==> src/rtl/decomp_cascade_logic.sv <==
// Decompression-side cascade glue: packs the huffman-decoded byte stream
// little-endian into 32-bit words tagged with {valid_bytes-1}, writes them
// into the LZ4 decoder input FIFO, splits the stream into statistic blocks
// and flushes partial words at block and stream ends.
module decomp_cascade_logic #(
    parameter int unsigned FIFO_W = 34,
    parameter int unsigned LEN_W  = 17
) (
    input  logic              clk,
    input  logic              rstN,
    input  logic              start_decompress,
    input  logic [LEN_W-1:0]  block_len,
    input  logic              block_len_valid,
    input  logic [7:0]        hd_data,
    input  logic              hd_valid,
    input  logic              hd_end,
    output logic              hd_ready,
    output logic [FIFO_W-1:0] lz4_data,
    output logic              lz4_wr,
    input  logic              lz4_full,
    output logic              blk_done,
    output logic              done,
    output logic [31:0]       total_bytes
);

    localparam int unsigned CNT_W  = 2;
    localparam int unsigned DATA_W = FIFO_W - CNT_W;
    localparam int unsigned BCNT_W = 3;

    typedef enum logic [2:0] {
        S_IDLE     = 3'd0,
        S_WAIT_LEN = 3'd1,
        S_PACK     = 3'd2,
        S_FLUSH    = 3'd3,
        S_DONE     = 3'd4
    } state_t;

    state_t              r_state;
    logic [DATA_W-1:0]   r_pack;
    logic [BCNT_W-1:0]   r_bcnt;
    logic [LEN_W-1:0]    r_rem;
    logic                r_pend;
    logic [DATA_W-1:0]   r_pend_data;
    logic [CNT_W-1:0]    r_pend_cnt;
    logic                r_end;
    logic [FIFO_W-1:0]   r_lz4_data;
    logic                r_lz4_wr;
    logic                r_blk_done;
    logic                r_done;
    logic [31:0]         r_total;

    logic                w_hd_ready;
    logic                w_accept;
    logic                w_wr_go;
    logic                w_last_blk;
    logic                w_word_done;
    logic [BCNT_W-1:0]   w_bcnt_inc;
    logic [LEN_W-1:0]    w_rem_dec;
    logic [DATA_W-1:0]   w_word;

    // Byte acceptance: only while packing, and only if the pending slot can drain.
    assign w_hd_ready  = (r_state == S_PACK) && (!r_pend || !lz4_full);
    assign w_accept    = hd_valid && w_hd_ready;
    assign w_wr_go     = r_pend && !lz4_full;
    assign w_bcnt_inc  = r_bcnt + BCNT_W'(1);
    assign w_rem_dec   = r_rem - LEN_W'(1);
    assign w_last_blk  = (r_rem == LEN_W'(1));
    assign w_word_done = (w_bcnt_inc == BCNT_W'(4)) || w_last_blk || hd_end;

    // Current pack register with the incoming byte dropped into lane bcnt.
    always_comb begin
        w_word = r_pack;
        case (r_bcnt[1:0])
            2'd0:    w_word[7:0]   = hd_data;
            2'd1:    w_word[15:8]  = hd_data;
            2'd2:    w_word[23:16] = hd_data;
            default: w_word[31:24] = hd_data;
        endcase
    end

    // Control FSM, packing datapath and registered FIFO/status outputs.
    always_ff @(posedge clk or negedge rstN) begin
        if (!rstN) begin
            r_state     <= S_IDLE;
            r_pack      <= '0;
            r_bcnt      <= '0;
            r_rem       <= '0;
            r_pend      <= 1'b0;
            r_pend_data <= '0;
            r_pend_cnt  <= '0;
            r_end       <= 1'b0;
            r_lz4_data  <= '0;
            r_lz4_wr    <= 1'b0;
            r_blk_done  <= 1'b0;
            r_done      <= 1'b0;
            r_total     <= '0;
        end else if (start_decompress) begin
            // New stream (or abort): drop everything in flight.
            r_state     <= S_WAIT_LEN;
            r_pack      <= '0;
            r_bcnt      <= '0;
            r_rem       <= '0;
            r_pend      <= 1'b0;
            r_end       <= 1'b0;
            r_lz4_wr    <= 1'b0;
            r_blk_done  <= 1'b0;
            r_done      <= 1'b0;
            r_total     <= '0;
        end else begin
            r_lz4_wr   <= 1'b0;
            r_blk_done <= 1'b0;

            // Drain the pending word; a byte accepted below may refill the slot.
            if (w_wr_go) begin
                r_lz4_wr   <= 1'b1;
                r_lz4_data <= {r_pend_cnt, r_pend_data};
                r_pend     <= 1'b0;
                if (r_state == S_FLUSH) begin
                    r_blk_done <= 1'b1;
                    if (r_end) begin
                        r_state <= S_DONE;
                        r_done  <= 1'b1;
                    end else begin
                        r_state <= S_WAIT_LEN;
                    end
                end
            end

            case (r_state)
                S_WAIT_LEN: begin
                    if (block_len_valid && (block_len != '0)) begin
                        r_rem   <= block_len;
                        r_state <= S_PACK;
                    end
                end
                S_PACK: begin
                    if (w_accept) begin
                        r_total <= r_total + 32'd1;
                        r_rem   <= w_rem_dec;
                        if (w_word_done) begin
                            r_pend      <= 1'b1;
                            r_pend_data <= w_word;
                            r_pend_cnt  <= CNT_W'(w_bcnt_inc - BCNT_W'(1));
                            r_pack      <= '0;
                            r_bcnt      <= '0;
                            if (w_last_blk || hd_end) begin
                                r_state <= S_FLUSH;
                                r_end   <= hd_end;
                            end
                        end else begin
                            r_pack <= w_word;
                            r_bcnt <= w_bcnt_inc;
                        end
                    end
                end
                default: begin
                end
            endcase
        end
    end

    assign hd_ready    = w_hd_ready;
    assign lz4_data    = r_lz4_data;
    assign lz4_wr      = r_lz4_wr;
    assign blk_done    = r_blk_done;
    assign done        = r_done;
    assign total_bytes = r_total;

endmodule

==> config.mk <==
export PLATFORM = sky130hd
export DESIGN_NAME = decomp_cascade_logic
export DESIGN_NICKNAME = d
export VERILOG_FILES = /design/src/rtl/decomp_cascade_logic.sv
export SDC_FILE = /design/constraint.sdc
export NUM_CORES = 1
export LEC_CHECK = 0
export ABC_AREA = 1
export BUFFER_PORTS_ARGS = -buffer_cell sky130_fd_sc_hd__buf_2
export CORE_MARGIN = 3
export CORE_UTILIZATION = 50
export DETAILED_ROUTE_END_ITERATION = 8
export PLACE_DENSITY = 0.75
export SYNTH_ARGS = -nofsm -noshare
export SYNTH_HDL_FRONTEND = slang
export SYNTH_SLANG_ARGS = --single-unit
==> constraint.sdc <==
create_clock -name clk -period 3 [get_ports clk]
set_input_delay 0.15 -clock clk [delete_from_list [all_inputs] [get_ports clk]]
set_output_delay 0.15 -clock clk [all_outputs]
set_load 0.02 [all_outputs]
==> run_results.csv <==
group,metric,value,unit
outcome,status,"finished clean",
global_route,grt_pass1_wl,34600,um
route,drtIter0Drc,607,
route,routed_wl,20500,um
yosys,syn-cell-area,8370,um2
global_route,grtUsageMet3,0.0490,
place,place_area,8970,um2
clock_tree,h-tree-depth,4,
cells_and_area,area_growth,14.2,%
setup_path,path_class,"register to register",
route,detail-route-antenna-nets,0,
clock_tree,insertion_delay,0.43,ns
place,portBuffers,101,
timing,max_freq,428,MHz
timing,slew_viol_final,0,
setup_path,cp_slowest_cell,"nor2_4",
timing,finalClockSkew,0.00911,ns
global_route,track_usage,0.234,
yosys,synth_top_area_frac,0.478,
setup_path,cp_cell_sequence,"inv_1 > nand3_2 > nor2_4 > nand2_4 > nor2_4 > nand3_4 > nand2_1 > nand2_1",
yosys,ys_seq_elements,160,
route,first_pass_iters,5,
setup_path,reg2reg_depth,8,
hold_path,min_path_type,"input port to register",
route,wire_per_inst,14.4,um
setup_path,crit_fanout,34,
timing,setup_tns,0,ns
cells_and_area,stdcell_count,1421,
timing,rsz0062_at_grt,"false",
clock_tree,cts_sinks,160,
yosys,synth_mux_area_frac,0.0188,
yosys,synth-simple-area-share,0.364,
cells_and_area,drive_gt1_frac,0.143,
global_route,grt_start_max_net_pins,76,
power,p_leak,5.05,nW
clock_tree,cts_resized,0,
clock_tree,cts_root_buf,"clkbuf_16",
timing,hold_viol,0,
global_route,antenna_found_initial,0,
timing,setup_ws,0.665,ns
yosys,synth.area.top_cells,"dfrtp_1 (48%), nand2_1 (21%), nand4_1 (5.2%)",
job,max-cap-violations,0,
place,dp_cells,1388,
power,finalPower,4.77,mW
timing,worstMarginPinSlew,1.04,ns
setup_path,required,3.31,ns
hold_path,whs_path_depth,5,
clock_tree,path_clk_slew,0.06,ns
yosys,syn_area_per_cell,7.53,um2
die,core,16100,um2
cells_and_area,diodes,0,
die,start_util,0.519,
global_route,use_met2,0.363,
timing,period_share,0.778,
place,post-place-ws,0.665,ns
yosys,synthAdderAreaFrac,0.0120,
yosys,synth_compound_area_frac,0.0534,
global_route,use_met1,0.334,
timing,slew_headroom,0.303,
timing,min_period,2.33,ns
global_route,first_global_vias,6982,
clock_tree,cts_tree,"yes",
yosys,synth_warnings,0,
setup_path,start_kind,"register",
timing,fin_hold_ws,0.0751,ns
die,die-area,18300,um2
global_route,top_usage_layer,"met2",
route,vias,7616,
power,p_per_area,499,nW/um2
yosys,synth_top_family_by_area,"simple AND/OR/NAND/NOR gates",
setup_path,path_delay_family,"simple AND/OR/NAND/NOR gates",
route,vias_per_cell,5.36,
die,fp-row-count,46,
setup_path,critical_path_buf_inv_count,1,
die,dieWidth,135,um
clock_tree,cts_buffers,17,
yosys,seq_area_frac_synth,0.478,
route,route.detailed.drc,0,
yosys,yosysUniqueCellTypes,35,
yosys,syn_inst,1112,
yosys,yosys.area.top_type,"dfrtp_1",
place,gp_congestion,0.892,
timing,setup_viol,0,
clock_tree,post_cts_buffers,0,
place,hpwl,14000,um
cells_and_area,stdcell_area,9560,um2
setup_path,crit_path_max_incr_delay,0.42,ns
global_route,grt_overflow,0,
cells_and_area,final_util,0.593,
cells_and_area,final_nets,1232,
die,io_pins,102,
clock_tree,clockBufferDepth,2,
setup_path,end_kind,"register",
die,dieHeight,135,um
power,max-vdd-ir-drop,0.000405,V
yosys,syn-num-nets,1152,
yosys,synth_xor_area_frac,0.00628,
setup_path,path_depth,8,
setup_path,cp.arrival,2.65,ns
clock_tree,postCtsHoldBufs,1,
==> synth_stat cells (all sizes together) <==
library cell	n
o31ai	1
nor4	1
o21bai	1
mux2	14
xnor2	1
clkbuf	15
nand3	59
nand3b	4
xor2	5
buf	35
nand4	71
or2	2
a22o	1
nand2	473
o22ai	18
dfrtp	160
nor3	8
ha	8
clkinv	2
a21oi	10
o21a	10
nor2	98
o21ai	37
inv	78
==> cell usage in the layout (no fill, tap or decap), types with 10 or more instances in the layout <==
master and instances:
a21oi_1 10, buf_2 100, clkbuf_16 17, dfrtp_1 160, inv_1 76, mux2_2 14, nand2_1 470, nand3_1 56
nand4_1 70, nor2_1 92, o21a_1 10, o21ai_0 37, o22ai_1 18
==> final timing paths <==
path / startpoint / endpoint / slack [ns]
hold reg to reg: r_pend_data[27] / lz4_data[27] / 0.47
setup reg to reg: r_state[0] / r_pend_data[28] / 0.67
hold / removal: block_len[8] / r_rem[8] / 0.08
setup / recovery: r_state[0] / r_pend_data[28] / 0.67
min in group asynchronous: rstN / lz4_data[31] / 0.32
max in group asynchronous: rstN / total_bytes[31] / 1.88
==> layer usage <==
| metal | vias to the layer above | wire length [um] |
|---|---|---|
| met5 | - | 0 |
| met4 | 0 | 334 |
| met3 | 23 | 1170 |
| met2 | 221 | 9450 |
| met1 | 3609 | 9550 |
| li1 | 3763 | - |
==> kinds of logic after synthesis <==
group / after synthesis
AND/OR/NAND/NOR: 716
flip-flops: 160
buffers and inverters: 130
AO/OA/AOI/OAI: 78
multiplexers: 14
adder cells (fa/ha/maj): 8
XOR/XNOR: 6
==> layout make-up <==
type / count / area, um2
Timing Repair Buffer: 111 / 602
Sequential cell: 160 / 4000
Fill cell: 1491 / 6560
Tap cell: 216 / 270
Clock buffer: 19 / 443
Inverter: 80 / 300
Clock inverter: 13 / 131
Multi-Input combinational cell: 822 / 3810
==> worst register-to-register path: cells and delay by family, from the launching register on <==
| family | cells | cell delay, ns |
|---|---|---|
| and+or+nand+nor | 7 | 1.72 |
| buffers and inverters | 1 | 0.10 |
| DFF | 1 | 0.41 |
==> state kept, by name (all words and copies together), names as in the netlist, 2 cells and up <==
| register | count |
|---|---|
| lz4_data | 34 |
| r_rem | 17 |
| r_state | 3 |
| r_bcnt | 3 |
| total_bytes | 32 |
| r_pack | 32 |
| r_pend_data | 32 |
| r_pend_cnt | 2 |
==> report_power, final <==
group / leakage [nW] / total [mW] / switching, mW / internal (mW)
Clock: 0.282 / 2.10 / 0.914 / 1.18
Combinational: 2.55 / 0.450 / 0.321 / 0.129
Sequential: 2.22 / 2.22 / 0.0333 / 2.19
Total: 5.05 / 4.77 / 1.27 / 3.50
(Power assumes the default switching activity.)
